File: config.mk
export PLATFORM = sky130hd
export DESIGN_NAME = scsi_fifo
export DESIGN_NICKNAME = d
export VERILOG_FILES = /design/src/rtl/scsi_fifo.sv
export SDC_FILE = /design/constraint.sdc
export NUM_CORES = 1
export LEC_CHECK = 0
export CELL_PAD_IN_SITES_DETAIL_PLACEMENT = 0
export CELL_PAD_IN_SITES_GLOBAL_PLACEMENT = 1
export CORE_ASPECT_RATIO = 1.1
export CORE_UTILIZATION = 30
export CTS_BUF_LIST = sky130_fd_sc_hd__clkbuf_16
export CTS_CLUSTER_SIZE = 12
export DETAILED_ROUTE_END_ITERATION = 12
export GPL_TIMING_DRIVEN = 0
export HOLD_SLACK_MARGIN = 0.12
export PLACE_DENSITY_LB_ADDON = 0.1
export SETUP_SLACK_MARGIN = 0.1
export SKIP_CTS_REPAIR_TIMING = 1
export SLEW_MARGIN = 40
export SYNTH_ARGS = -nofsm -noshare
export SYNTH_HDL_FRONTEND = slang
export SYNTH_SLANG_ARGS = --single-unit
File: constraint.sdc
create_clock -name CPUCLK -period 6.8 [get_ports CPUCLK]
set_input_delay 1.02 -clock CPUCLK [delete_from_list [all_inputs] [get_ports CPUCLK]]
set_output_delay 1.02 -clock CPUCLK [all_outputs]
set_load 0.1 [all_outputs]
File: src/rtl/scsi_fifo.sv
// ============================================================================
//  Module   : scsi_fifo
//  Purpose  : Longword FIFO between the SCSI sequencer (byte side) and the
//             DMA/CPU bus (longword side) of the SDMAC core. Bytes are packed
//             and unpacked through big-endian lane BO. The module also produces
//             occupancy and byte-offset status for the sequencer.
//  Options  : FIFO_ERR_EN - adds sticky OVF/UNF error outputs
//  Revision : 1.0 - initial release
// ============================================================================
`default_nettype none

module scsi_fifo #(
  parameter int DEPTH_LOG2 = 3
) (
  input  logic        CPUCLK,
  input  logic        RESET_,
  input  logic        FIFO_RST,
  input  logic        S2F,
  input  logic [7:0]  SCSI_DI,
  input  logic        F2S,
  output logic [7:0]  SCSI_DO,
  input  logic        INCBO,
  input  logic        INCNI,
  input  logic        INCNO,
  input  logic        WRLW,
  input  logic [3:0]  BE,
  input  logic [31:0] FIFO_ID,
  output logic [31:0] FIFO_OD,
  output logic        FIFOFULL,
  output logic        FIFOEMPTY,
  output logic        BOEQ3,
  output logic        INCFIFO,
  output logic        DECFIFO
`ifdef FIFO_ERR_EN
  ,
  output logic        OVF,
  output logic        UNF
`endif
);

  localparam int                  c_ENTRIES    = 1 << DEPTH_LOG2;
  localparam logic [DEPTH_LOG2:0] c_FULL_COUNT = (DEPTH_LOG2+1)'(c_ENTRIES);
  localparam logic [DEPTH_LOG2:0] c_COUNT_ONE  = (DEPTH_LOG2+1)'(1);

  logic [31:0]           r_mem [c_ENTRIES];
  logic [DEPTH_LOG2-1:0] r_wrptr;
  logic [DEPTH_LOG2-1:0] r_rdptr;
  logic [DEPTH_LOG2:0]   r_count;
  logic [1:0]            r_bo;
  logic [7:0]            r_scsi_do;
  logic                  r_incfifo;
  logic                  r_decfifo;

  logic                  w_full;
  logic                  w_empty;
  logic                  w_dec_ok;
  logic                  w_inc_ok;
  logic [3:0]            w_lane_we;
  logic [7:0]            w_lane_data [4];

  assign w_full    = (r_count == c_FULL_COUNT);
  assign w_empty   = (r_count == '0);

  // A retire frees a slot, so a simultaneous commit is legal on a full FIFO;
  // the reverse does not hold because the entry being retired must already exist.
  assign w_dec_ok  = INCNO && !w_empty;
  assign w_inc_ok  = INCNI && (!w_full || w_dec_ok);

  assign FIFO_OD   = r_mem[r_rdptr];
  assign SCSI_DO   = r_scsi_do;
  assign FIFOFULL  = w_full;
  assign FIFOEMPTY = w_empty;
  assign BOEQ3     = (r_bo == 2'd3);
  assign INCFIFO   = r_incfifo;
  assign DECFIFO   = r_decfifo;

  // Per-lane write select: the SCSI byte owns lane BO, the bus fills the rest.
  generate
    for (genvar n = 0; n < 4; n++) begin : g_lane
      assign w_lane_we[n]   = (S2F && (r_bo == 2'(n))) || (WRLW && BE[3-n]);
      assign w_lane_data[n] = (S2F && (r_bo == 2'(n))) ? SCSI_DI : FIFO_ID[31-8*n -: 8];
    end
  endgenerate

  // Entry storage: byte-lane writes into the uncommitted entry at WRPTR.
  always_ff @(posedge CPUCLK or negedge RESET_) begin
    if (!RESET_) begin
      for (int i = 0; i < c_ENTRIES; i++) r_mem[i] <= '0;
    end else if (!FIFO_RST) begin
      for (int n = 0; n < 4; n++) begin
        if (w_lane_we[n]) r_mem[r_wrptr][31-8*n -: 8] <= w_lane_data[n];
      end
    end
  end

  // Pointers, occupancy, byte offset and the accepted-increment strobes.
  always_ff @(posedge CPUCLK or negedge RESET_) begin
    if (!RESET_) begin
      r_wrptr   <= '0;
      r_rdptr   <= '0;
      r_count   <= '0;
      r_bo      <= '0;
      r_incfifo <= 1'b0;
      r_decfifo <= 1'b0;
    end else if (FIFO_RST) begin
      r_wrptr   <= '0;
      r_rdptr   <= '0;
      r_count   <= '0;
      r_bo      <= '0;
      r_incfifo <= 1'b0;
      r_decfifo <= 1'b0;
    end else begin
      if (w_inc_ok) r_wrptr <= r_wrptr + 1'b1;
      if (w_dec_ok) r_rdptr <= r_rdptr + 1'b1;
      if (w_inc_ok && !w_dec_ok) r_count <= r_count + c_COUNT_ONE;
      else if (w_dec_ok && !w_inc_ok) r_count <= r_count - c_COUNT_ONE;
      if (INCBO) r_bo <= r_bo + 2'd1;
      r_incfifo <= w_inc_ok;
      r_decfifo <= w_dec_ok;
    end
  end

  // SCSI output byte: lane BO of the current head entry, before any retire.
  always_ff @(posedge CPUCLK or negedge RESET_) begin
    if (!RESET_) begin
      r_scsi_do <= '0;
    end else if (!FIFO_RST && F2S) begin
      r_scsi_do <= r_mem[r_rdptr][31-8*r_bo -: 8];
    end
  end

`ifdef FIFO_ERR_EN
  logic r_ovf;
  logic r_unf;

  assign OVF = r_ovf;
  assign UNF = r_unf;

  // Sticky flags recording dropped commits and dropped retires.
  always_ff @(posedge CPUCLK or negedge RESET_) begin
    if (!RESET_) begin
      r_ovf <= 1'b0;
      r_unf <= 1'b0;
    end else if (FIFO_RST) begin
      r_ovf <= 1'b0;
      r_unf <= 1'b0;
    end else begin
      if (INCNI && !w_inc_ok) r_ovf <= 1'b1;
      if (INCNO && !w_dec_ok) r_unf <= 1'b1;
    end
  end
`endif

endmodule

`default_nettype wire
* Word-level counts from Yosys, hierarchy flattened *
Cells that the tools add are included.

word-level totals
  bits in registers = 278
  input port bits = 53
  word-level logic and storage cells = 98

operators by class
  add/subtract/negate cells = 6
  $lt $le $gt $ge = 3
  equal/unequal tests = 4
  shift operators = 1
  muxes and demuxes = 37
  bitwise gates (word level) = 2
  reductions and logical operators = 30

operator list
  operator                                                                      number
  256-bit two-way mux                                                           7
  256-bit bitwise mux                                                           4
  32-bit demux with 3-bit select                                                4
  32-bit binary-select mux with 3-bit select                                    1
  32-bit two-way mux                                                            3
  8-bit two-way mux                                                             5
  39-bit by 33-bit variable part select with 8-bit output                       1
  24-bit two-way mux                                                            1
  16-bit two-way mux                                                            1
  1-bit logical AND                                                             14
  3-bit two-way mux                                                             4
  4-bit two-way mux                                                             3
  4-bit >= comparator, second input constant                                    2
  3-bit NOT with 4-bit output                                                   2
  3-bit by 1-bit adder with 3-bit output, second input constant                 2
  2-bit nonzero test                                                            3
  5-bit by 5-bit subtractor with 6-bit output, first input constant             1
  1-bit logical NOT                                                             5
  1-bit logical OR                                                              5
  4-bit by 1-bit adder with 4-bit output, second input constant                 1
  2-bit equality test, second input constant                                    2
  4-bit equality test, second input constant                                    1
  4-bit logical NOT                                                             1
  4-bit by 1-bit less-than comparator with 1-bit output, second input constant  1
  7 further kinds                                                               9

* Logic depth before layout (Yosys ltp) *
  depth after elaboration = 16
  depth in mapped cells = 9
  mapped depth without buffers = 9

* Worst setup path after synthesis *
OpenSTA, ideal clock, no wires.

  path kind = flip-flop to output port
  start point = register r_rdptr[0]
  end point = output FIFO_OD[29]
  data arrival time = 3.422 ns
  data required time = 5.780 ns
  path slack = 2.358 ns
  cell stages (with the launch flop) = 7
  path buffers = 4
  path through = dfrtp_1 buf_6 buf_6 buf_6 buf_4 mux2i_1 a221oi_1

between the ends
  longest elaborated chain between the ends = 4

RTL lines
  what                                                   line  text
  from (decl)                                            47    logic [DEPTH_LOG2-1:0] r_rdptr;
  from (signal assigned)                                 114   if (w_dec_ok) r_rdptr <= r_rdptr + 1'b1;
  3-bit NOT with 4-bit output (implied by the code)      69    assign FIFO_OD = r_mem[r_rdptr];
  32-bit binary-select mux with 3-bit select             69
  32-bit two-way mux (implied by the code) (2 in a row)  69
  to (decl)                                              28    output logic [31:0] FIFO_OD,

No other way between the ends. The select of a mux whose other input is x is not followed.

* Worst setup path in the final report *
  start point = register r_rdptr[2]
  end point = output FIFO_OD[4]

Same word-level chain as after synthesis.

==> reports/results.ini <==
[synthesis]
synth_ff_type = dfrtp_1
synthCells = 1298
ys_top_cells_by_area = dfrtp_1 (53%), a21oi_1 (10%), nor2_1 (9.0%), mux2i_1 (5.5%), mux2_2 (5.3%)
synth_largest_area_cell = dfrtp_1
synth_edf_count = 0
ys_ff_latch = 278
syn-cell-area_um2 = 13010
synth_top_area_share_pct = 53.47
syn-mean-instance-area_um2 = 10.02
async_reset_ff_share_pct = 100.0
postSynthNetCount = 1360
yosys_warnings = 0
synth.distinct_cells = 48
yosysSeqAreaShare_pct = 53.47

[worst_setup_path]
path_depth = 5
reg2reg_from = r_rdptr[2]
critPathTopFamily = buffers and inverters
crit_path_end_kind = output port
worstPathArrival_ns = 3.49
critPathRequiredTime_ns = 5.78
startpoint = r_rdptr[2]
r2r.worst_path.cells = 6
crit_path_max_fanout = 10
cp-start-kind = register
worstSetupEndpoint = FIFO_OD[4]
slowest_stage = buf_1
critPathKind = reg -> out
r2r_setup_slack_ns = 3.81
path_buf_inv = 2
worstReg2RegEnd = SCSI_DO[6]
path_cells = nand2b_1 > buf_1 > o22ai_1 > a211oi_1 > buf_2
critPathMaxStageDelay_ns = 0.68

[grt]
antenna_found_initial = 3
grt_pass1_vias = 10540
grt_max_degree = 71
track_usage_pct = 22.60
grt_pass1_wl_mm = 72.52
overflow = 0

[cts]
cts_buffer_depth = 3
path_clk_slew_ns = 0.06
worstSkewPairLatency_ns = 0.52
cts_buffers = 36
tritoncts = built
cts_sinks = 278
clock-root-buffer = clkbuf_16
htree_levels = 2

[floorplan]
core-area_um2 = 42500
dieArea_um2 = 44200
num_rows = 79
die-width_um = 200.6
initial_core_util_pct = 30.61
die_h_um = 220.4
pin_count = 98

[timing]
final.min_clock_period_ns = 4.509
slew_headroom_pct = 40.53
fmax_mhz = 221.8
worstMarginPinSlew_ns = 0.8920
final.setup_skew_ns = 0.01257
setup_violations = 0
final_hold_viol_count = 0
finalMaxSlewViolations = 0
setup_slack_ns = 2.291
finalCritPeriodShare_pct = 66.30
hold_ws_ns = 0.3334
rsz0062_at_grt = false

[route]
wire_per_inst_um = 24.43
first_pass_iters = 5
via_per_inst = 5.146
wl_mm = 49.50
drtIter0Drc = 796
antenna_left = 0
vias = 10430
post-route-drc-count = 0

[layout]
fill_cells = 4382
layout_common_cells = nor2_1 (313), dfrtp_1 (278), a21oi_1 (263)
area_growth_pct = 21.65
antenna_cells = 0
final_cell_area_um2 = 15830
nNetsFinal = 1497
drive_above_1_share_pct = 18.30
final_cell_count_no_fill = 2026
final_common_cell = nor2_1

[run_status]
status = complete, no violations

[power]
peakVddDrop_mv = 0.4610
p_leak_uw = 0.006987
p_per_area_nw_per_um2 = 505.5
p_total_uw = 8001

[place]
port_buffers = 95
post-dp-hpwl_mm = 35.55
dpl_cell_area_um2 = 14680
dp_slack_ns = 2.889
gp_congestion = 0.8178
dp.cells = 1964

[job]
cap_violations = 0

[worst_hold_path]
hp-class = in -> async

-- cells in the mapped netlist (all sizes together) (2+ instances only) --
library cell,instances
a21oi,263
inv,7
nand3b,3
or3b,2
nor2b,33
nor4b,4
mux2,64
nor3b,18
and4bb,2
ha,8
nand2,31
nor2,317
xor2,4
xnor2,5
a2111oi,6
o22ai,32
dfrtp,278
nand2b,3
a22oi,4
a21o,5
mux2i,71
nor4bb,12
buf,57
clkbuf,13
a221oi,2
a211oi,43
-- flip-flops by register name, summed over array words and instances, names as in the netlist --
name     cells
INCFIFO      1
r_count      4
r_mem      256
SCSI_DO      8
DECFIFO      1
r_bo         2
r_rdptr      3
r_wrptr      3
-- layout make-up --
cell class | instances | area, um^2 | area share, %
buffer | 70 | 401.6 | 2.538
inverter | 7 | 26.28 | 0.1660
multi-input combinational | 943 | 5778 | 36.51
timing repair buffer | 99 | 840.8 | 5.313
clock inverter | 25 | 187.7 | 1.186
clock buffer | 37 | 925.9 | 5.850
sequential | 278 | 6957 | 43.96
tap | 567 | 709.4 | 4.483
-- worst reg2reg max path, stage by stage (launching register included) --
cell and delay (ns):
dfrtp_1 0.45, nand2b_1 0.32, clkbuf_1 0.68, o22ai_1 0.23
a211oi_1 0.72, a2111oi_1 0.30, a21oi_1 0.22
-- where the power goes --
| part | internal, uW | leakage, uW | switching (uW) | total, uW |
|---|---|---|---|---|
| logic | 992 | 0.00292 | 2810 | 3800 |
| registers | 2100 | 0.00350 | 258 | 2360 |
| clock network | 1090 | 0.000567 | 752 | 1850 |
-- metrics by stage --
stage | TNS (ns) | utilization, %
after floorplan | 0 | -
after global placement | -2317.10 | 34.52
after CTS | 0 | 37.15
after detailed placement | 0 | 34.53
final | 0 | 37.24
after global routing | 0 | 37.24
-- worst min path at each step --
stage	startpoint	endpoint	cells past startpoint
finish	RESET_	r_mem[7]	1
global route	RESET_	r_mem[7]	1
CTS	RESET_	r_mem[7]	1
detailed placement	r_mem[97]	r_mem[97]	2
global placement	r_mem[169]	r_mem[169]	2
floorplan	r_mem[127]	r_mem[127]	2
-- logic make-up (layout without fill, tap and decap cells) --
group / Yosys count / count (layout) / synth area share (%)
simple gates: 430 / 430 / 15.01
compound gates: 360 / 360 / 15.72
flops: 278 / 278 / 53.47
mux: 135 / 135 / 11.00
buf+inv: 77 / 238 / 3.260
fa+ha+maj: 9 / 9 / 0.9233
xor+xnor: 9 / 9 / 0.6058
-- metal layers --
layer  routed length, um  up-vias  global-route usage, %
li1                    -     4833                      -
met1               23110     5206                  31.42
met2               22210      320                  35.59
met3                2994       64                  4.742
met4                1171        2                  6.310
met5                   9        -                      0
Note: power is estimated with default switching activity, not from simulation.
